**src/rtl/wb_arb_pkg.sv**
```systemverilog
// Shared definitions for the register-file write-port arbiter: FSM state
// encoding and default register-index / data widths.
package wb_arb_pkg;

  localparam int unsigned WbArbRegW  = 3;
  localparam int unsigned WbArbDataW = 16;

  // IDLE: queue empty. DRAIN: queue holds results, head waits for a free port.
  // FORCE: head starved too long, pipeline writeback is stalled.
  typedef enum logic [1:0] {
    StIdle  = 2'd0,
    StDrain = 2'd1,
    StForce = 2'd2
  } wb_arb_state_e;

endpackage

```
**src/rtl/wb_pend_fifo.sv**
```systemverilog
// Pending-result queue: DEPTH-entry {reg, data} FIFO with occupancy count,
// full/empty flags and a two-port register-compare lookup over valid entries.
module wb_pend_fifo
  import wb_arb_pkg::*;
#(
  parameter int unsigned DEPTH  = 4,
  parameter int unsigned REG_W  = WbArbRegW,
  parameter int unsigned DATA_W = WbArbDataW
) (
  input  logic                       i_clk,
  input  logic                       i_rst,
  input  logic                       i_push,
  input  logic [REG_W-1:0]           i_push_reg,
  input  logic [DATA_W-1:0]          i_push_data,
  input  logic                       i_pop,
  input  logic [REG_W-1:0]           i_chk_reg1,
  input  logic [REG_W-1:0]           i_chk_reg2,
  output logic [REG_W-1:0]           o_head_reg,
  output logic [DATA_W-1:0]          o_head_data,
  output logic [$clog2(DEPTH):0]     o_count,
  output logic [$clog2(DEPTH):0]     o_count_next,
  output logic                       o_full,
  output logic                       o_empty,
  output logic                       o_hit
);

  localparam int unsigned PtrW = $clog2(DEPTH);

  logic [REG_W-1:0]  r_reg  [DEPTH];
  logic [DATA_W-1:0] r_data [DEPTH];
  logic [DEPTH-1:0]  r_valid;
  logic [PtrW-1:0]   r_wr_ptr;
  logic [PtrW-1:0]   r_rd_ptr;
  logic [PtrW:0]     r_count;

  logic w_push;
  logic w_pop;

  assign o_full      = (r_count == (PtrW+1)'(DEPTH));
  assign o_empty     = (r_count == '0);
  assign w_push      = i_push & ~o_full;
  assign w_pop       = i_pop & ~o_empty;
  assign o_count     = r_count;
  assign o_head_reg  = r_reg[r_rd_ptr];
  assign o_head_data = r_data[r_rd_ptr];

  // Occupancy after this edge; push and pop together leave it unchanged.
  always_comb begin
    o_count_next = r_count + (PtrW+1)'(w_push) - (PtrW+1)'(w_pop);
  end

  // Pointers, count and per-entry valid bits; pointers wrap naturally (DEPTH is 2^n).
  always_ff @(posedge i_clk or negedge i_rst) begin
    if (!i_rst) begin
      r_wr_ptr <= '0;
      r_rd_ptr <= '0;
      r_count  <= '0;
      r_valid  <= '0;
    end else begin
      r_count <= o_count_next;
      if (w_pop) begin
        r_rd_ptr           <= r_rd_ptr + 1'b1;
        r_valid[r_rd_ptr]  <= 1'b0;
      end
      // Placed after the pop so a push into the slot just freed keeps it valid.
      if (w_push) begin
        r_wr_ptr           <= r_wr_ptr + 1'b1;
        r_valid[r_wr_ptr]  <= 1'b1;
      end
    end
  end

  // Entry payload storage; contents are only meaningful under r_valid.
  always_ff @(posedge i_clk) begin
    if (w_push) begin
      r_reg[r_wr_ptr]  <= i_push_reg;
      r_data[r_wr_ptr] <= i_push_data;
    end
  end

  // Any valid entry targeting either lookup register; this cycle's push is not yet visible.
  always_comb begin
    o_hit = 1'b0;
    for (int i = 0; i < DEPTH; i++) begin
      if (r_valid[i] && ((r_reg[i] == i_chk_reg1) || (r_reg[i] == i_chk_reg2))) begin
        o_hit = 1'b1;
      end
    end
  end

endmodule

```
**src/rtl/wb_port_arbiter.sv**
```systemverilog
// Register-file write-port arbiter between pipeline writeback and a long-latency
// unit. Pipeline writes win; long-unit results queue and drain when the port is
// free; an aging counter forces a pipeline stall so the queue head is never starved.
// Optional feature: define WB_ARB_BYPASS_EN to let an idle long-unit result
// write the RF in the same cycle without being queued.
module wb_port_arbiter
  import wb_arb_pkg::*;
#(
  parameter int unsigned DEPTH    = 4,
  parameter int unsigned MAX_WAIT = 8,
  parameter int unsigned REG_W    = WbArbRegW,
  parameter int unsigned DATA_W   = WbArbDataW
) (
  input  logic              i_clk,
  input  logic              i_rst,
  input  logic              i_pipe_wr_en,
  input  logic [REG_W-1:0]  i_pipe_wr_reg,
  input  logic [DATA_W-1:0] i_pipe_wr_data,
  input  logic              i_lu_valid,
  input  logic [REG_W-1:0]  i_lu_reg,
  input  logic [DATA_W-1:0] i_lu_data,
  output logic              o_lu_ready,
  input  logic [REG_W-1:0]  i_chk_reg1,
  input  logic [REG_W-1:0]  i_chk_reg2,
  output logic              o_pend_hit,
  output logic              o_pipe_stall,
  output logic              o_rf_wr_en,
  output logic [REG_W-1:0]  o_rf_wr_reg,
  output logic [DATA_W-1:0] o_rf_wr_data
);

  localparam int unsigned CntW  = $clog2(DEPTH) + 1;
  localparam int unsigned WaitW = $clog2(MAX_WAIT + 1);

  wb_arb_state_e r_state;
  wb_arb_state_e w_state_next;
  logic [WaitW-1:0] r_wait_cnt;

  logic              w_push;
  logic              w_pop;
  logic              w_denied;
  logic              w_bypass;
  logic              w_full;
  logic              w_empty;
  logic [CntW-1:0]   w_count;
  logic [CntW-1:0]   w_count_next;
  logic [REG_W-1:0]  w_head_reg;
  logic [DATA_W-1:0] w_head_data;

`ifdef WB_ARB_BYPASS_EN
  assign w_bypass = (r_state == StIdle) & i_lu_valid & ~i_pipe_wr_en;
`else
  assign w_bypass = 1'b0;
`endif

  // No pop lookahead: a full queue refuses even if the head drains this cycle.
  assign o_lu_ready = ~w_full;
  assign w_push     = i_lu_valid & o_lu_ready & ~w_bypass;
  assign w_pop      = ~i_pipe_wr_en & ~w_empty;
  assign w_denied   = i_pipe_wr_en & ~w_empty;

  wb_pend_fifo #(
    .DEPTH  (DEPTH),
    .REG_W  (REG_W),
    .DATA_W (DATA_W)
  ) u_fifo (
    .i_clk        (i_clk),
    .i_rst        (i_rst),
    .i_push       (w_push),
    .i_push_reg   (i_lu_reg),
    .i_push_data  (i_lu_data),
    .i_pop        (w_pop),
    .i_chk_reg1   (i_chk_reg1),
    .i_chk_reg2   (i_chk_reg2),
    .o_head_reg   (w_head_reg),
    .o_head_data  (w_head_data),
    .o_count      (w_count),
    .o_count_next (w_count_next),
    .o_full       (w_full),
    .o_empty      (w_empty),
    .o_hit        (o_pend_hit)
  );

  // FSM state register.
  always_ff @(posedge i_clk or negedge i_rst) begin
    if (!i_rst) begin
      r_state <= StIdle;
    end else begin
      r_state <= w_state_next;
    end
  end

  // FSM next-state: leave IDLE on a push, escalate to FORCE once the head is starved.
  always_comb begin
    w_state_next = r_state;
    unique case (r_state)
      StIdle: begin
        if (w_push) w_state_next = StDrain;
      end
      StDrain: begin
        if (w_pop && (w_count_next == '0)) begin
          w_state_next = StIdle;
        end else if (w_denied && (r_wait_cnt == WaitW'(MAX_WAIT - 1))) begin
          w_state_next = StForce;
        end
      end
      StForce: begin
        if (w_pop) w_state_next = (w_count_next == '0) ? StIdle : StDrain;
      end
      default: w_state_next = StIdle;
    endcase
  end

  // FSM outputs: stall the pipeline only while forcing the head out.
  always_comb begin
    o_pipe_stall = (r_state == StForce);
  end

  // Aging counter: counts denied head cycles in DRAIN, cleared on pop and in IDLE.
  always_ff @(posedge i_clk or negedge i_rst) begin
    if (!i_rst) begin
      r_wait_cnt <= '0;
    end else if ((r_state == StIdle) || w_pop) begin
      r_wait_cnt <= '0;
    end else if (w_denied && (r_state == StDrain)) begin
      r_wait_cnt <= r_wait_cnt + 1'b1;
    end
  end

  // Write-port mux: pipeline first, then bypass, then queue head.
  always_comb begin
    o_rf_wr_en   = 1'b0;
    o_rf_wr_reg  = '0;
    o_rf_wr_data = '0;
    if (!i_rst) begin
      o_rf_wr_en = 1'b0;
    end else if (i_pipe_wr_en) begin
      o_rf_wr_en   = 1'b1;
      o_rf_wr_reg  = i_pipe_wr_reg;
      o_rf_wr_data = i_pipe_wr_data;
    end else if (w_bypass) begin
      o_rf_wr_en   = 1'b1;
      o_rf_wr_reg  = i_lu_reg;
      o_rf_wr_data = i_lu_data;
    end else if (!w_empty) begin
      o_rf_wr_en   = 1'b1;
      o_rf_wr_reg  = w_head_reg;
      o_rf_wr_data = w_head_data;
    end
  end

endmodule

```
**config.mk**
```make
export PLATFORM = sky130hd
export DESIGN_NAME = wb_port_arbiter
export DESIGN_NICKNAME = d
export VERILOG_FILES = /design/src/rtl/wb_arb_pkg.sv /design/src/rtl/wb_pend_fifo.sv /design/src/rtl/wb_port_arbiter.sv
export SDC_FILE = /design/constraint.sdc
export NUM_CORES = 1
export LEC_CHECK = 0
export CAP_MARGIN = 20
export CORE_ASPECT_RATIO = 0.6
export CORE_MARGIN = 2
export CORE_UTILIZATION = 30
export CTS_CLUSTER_SIZE = 28
export DETAILED_ROUTE_END_ITERATION = 10
export SLEW_MARGIN = 20
export SYNTH_ARGS = -nofsm -noshare
export SYNTH_HDL_FRONTEND = slang
export SYNTH_HIERARCHICAL = 1
export SYNTH_SLANG_ARGS = --single-unit
```
**constraint.sdc**
```tcl
create_clock -name i_clk -period 9.3 [get_ports i_clk]
set_input_delay 0.93 -clock i_clk [delete_from_list [all_inputs] [get_ports i_clk]]
set_output_delay 0.93 -clock i_clk [all_outputs]
set_load 0.01 [all_outputs]
```
==> metrics.md <==
| Metric | Value |
|---|---|
| Max reg flops | 64 |
| Leading area contributor after synthesis | edfxtp_1 |
| Fin Setup TNS | 0 ps |
| Main combinational cell family by area after synthesis | multiplexers |
| Post-synthesis cell count | 283 |
| Register area share after synthesis | 62.7% |
| Post-layout total power | approximately 1.5 mW |
| Synth Area in Compound Gates | 6.93% |
| Comb pwr share | 32.4% |
| Vias in the first global route | 2705 |
| EDFF count, synth | 76 |
| Clock power frac | 24.1% |
| Pwr dens | 264 nW/um^2 |
| Initial antenna violation count | 0 |
| Worst vdd ir | 0.000134 V |
| Net Sw Frac | 30.4% |
| Post-synthesis xor/xnor area fraction | 5.28% |
| DP Wirelength | 6320 microns |
| Vias per cell | between 4 and 5 |
| Reg clk slew, reported paths | ~70 ps |
| Synth Area in Simple Gates | around 8.8% |
| Post-layout nets | 414 |
| Drt drc | 0 |
| Clock Latency Late Sink | 330 ps |
| TritonCTS clock tree | yes |
| Die Wd | 159 microns |
| Fmax | 228 MHz |
| Max Buffers Root-to-Sink | 2 |
| DR iter-0 viols | 223 |
| Top FF cell, synth | edfxtp_1 |
| Hold-fix buffers at CTS | 0 |
| Crit start category | primary input |
| N_diodes | 0 |
| TritonRoute pass-1 iters | 4 |
| Final Max Tran Viols | 0 |
| Ports | 71 |
| Post-synth ARST share | a little under a fifth |
| Required time worst endpoint | approximately 9500 ps |
| Row cnt | 33 |
| Sequential cell fraction of total power | 43.5% |
| Worst relative slew slack | 32.6% |
| Adder-Cell Fraction of Synth Area | 3.65% |
| Postcts setup bufs | 0 |
| Post-DRT Antenna Nets | 0 |
| Mapped Area | ~4300 sq um |
| Syn avg cell area | 15.3 sq um |
| # port buffers | 70 |
| Worst Skew | 8.80 ps |
| Core Box Area | roughly 14000 sq um |
| Synth top area share | 52.9% |
| Post-detailed-route wirelength per cell | 16.9 microns |
| Ranking of synthesized cells by area | edfxtp_1 (53%), mux4_2 (9.9%), dfrtp_1 (9.9%), xor2_1 (4.5%), nor2b_1 (3.3%) |
| Final setup fails | 0 |
| Total internal power | 1.01 mW |
| Yosys cell types | 39 |
| Worst min path class | reg -> reg |
| # clock sinks | 93 |
| Root buf cell | clkbuf_16 |
| CTS Buf Count | 9 |
| Pin count of the biggest net entering global routing | 38 |
| Period utilization | between 40% and 50% |
| Die extent in y | 96.9 microns |
| CP max FO | 26 |
| First-pass GRT wire length | 14600 microns |
| Final wirelength | 9290 microns |
| Yosys reg bits | 93 |
| Synth warn | 6 |
| Gr ovfl total | 0 |
| Routed vias | 2601 |
| Outcome | complete, no violations |
| Final Hold Fails | 0 |
| Worst path arrival time | 4620 ps |
| RSZ-0062 raised after global routing | no |
| NetSw | 0.441 mW |
| Gpl congestion | 0.735 |
| Layout cell share with drive strength beyond 1 | 13.4% |
| P_leak | 1.93 nW |
| # H-tree levels | 3 |
| CP Capture Type | flip-flop |
| Mux cell area share after synthesis | about 9.9% |
| Tightest Pin Transition | 1010 ps |
| Area Growth Syn to Fin | 27.4% |
| Synthesized Nets | 343 |
| CP Class | in -> reg |
| Resized cells post-CTS | 0 |
| GRT Total Usage | 12.4% |
| Die ar. | roughly 15000 sq um |
| Initial core utilization | 31.1% |
| Final min period | 4390 ps |
| Max Cap Violations | 0 |
## per-stage QoR
| stage | worst slack, ps | hold WS, ps | instances | utilization [%] | instance area, sq um |
|---|---|---|---|---|---|
| final | 4910 | 481 | 551 | 39.6 | 5500 |
| after global routing | 4590 | 503 | 551 | 39.6 | 5500 |
| after CTS | 4900 | 482 | 551 | 39.6 | 5500 |
| after detailed placement | 4540 | 469 | 535 | 37.6 | 5220 |
| after global placement | 4660 | 466 | 535 | 37.6 | 5220 |
| after floorplan | 6030 | 443 | 283 | - | 4320 |
## worst max-delay path, stage by stage
cell	delay [ps]
clkdlybuf4s50_1	400
buf_4	240
nor2_2	780
nor2b_1	530
ha_1	330
inv_1	60
ha_1	130
inv_1	50
fa_1	370
xnor2_1	190
xnor2_1	110
nor3_1	160
a22oi_1	120
a21o_1	230
## final cells by class
cell class                      count  area (sq um)
Clock buffer                       12           236
Clock inverter                      4          48.8
Fill cell                        1319          8370
Inverter                           11          41.3
Multi-Input combinational cell    165          1500
Sequential cell                    93          2710
Tap cell                          192           240
Timing Repair Buffer               74           731
## cell usage after synthesis (2+ instances only)
master     n
mux4_2    19
edfxtp_1  76
clkbuf_1   5
dfrtp_1   17
ha_1      11
nor2b_1   23
xnor2_1    4
o21ai_0   10
buf_2      6
a21o_1     5
xor2_1    22
or2_2      2
a22oi_1   18
inv_1     10
nand2_1   13
and2_4     4
a211oi_1   2
a21oi_1    3
buf_4      2
nor3b_1    2
nor3_1     9
nor2_1     3
## worst paths after layout
path                                         from  cells after the start  slack (ps)                  to
worst max-delay path                 i_pipe_wr_en                     14        4910          r_state[0]
min in group asynchronous                   i_rst                      2        1020   u_fifo/o_count[0]
max in group asynchronous                   i_rst                      2        7970  u_fifo/r_wr_ptr[0]
worst min-delay path            u_fifo/r_valid[1]                      1         480   u_fifo/r_valid[1]
worst min register to register  u_fifo/r_valid[1]                      1         480   u_fifo/r_valid[1]
worst max register to register  u_fifo/o_count[1]                     13        5550          r_state[0]
## logic make-up (layout without fill, tap and decap cells)
group           after synthesis  after routing
fa+ha+maj                    12             12
buf+inv                      25            101
mux                          19             19
flops                        93             93
compound gates               44             44
xor+xnor                     26             26
simple gates                 64             64
## routing by layer
layer	vias up	global-route usage, %	wire (microns)
met1	1300	18.4	4600
met5	-	0	0
li1	1202	-	-
met2	92	18.1	3930
met4	0	1.89	63
met3	7	3.73	694
## cell usage in the layout (no fill, tap or decap), drive strengths merged, types with 3 or more instances in the layout
| cell | count |
|---|---|
| clkdlybuf4s50 | 70 |
| buf | 4 |
| and2 | 5 |
| nor3b | 3 |
| inv | 12 |
| xor2 | 22 |
| mux4 | 19 |
| nand2 | 13 |
| nor2b | 24 |
| dfrtp | 17 |
| a22oi | 18 |
| nor2 | 3 |
| a21oi | 3 |
| o21ai | 11 |
| nor3 | 9 |
| ha | 11 |
| a21o | 5 |
| clkbuf | 12 |
| edfxtp | 76 |
| xnor2 | 4 |
## power groups by stage
stage / combinational, mW / sequential, mW / clock, mW
3_3_place_gp: 0.470 / 0.637 / 0
2_1_floorplan: 0.350 / 0.602 / 0
5_1_grt: 0.521 / 0.645 / 0.376
4_1_cts: 0.479 / 0.633 / 0.359
6_report: 0.471 / 0.632 / 0.350
3_5_place_dp: 0.475 / 0.641 / 0
Note: power is estimated with default switching activity, not from simulation.
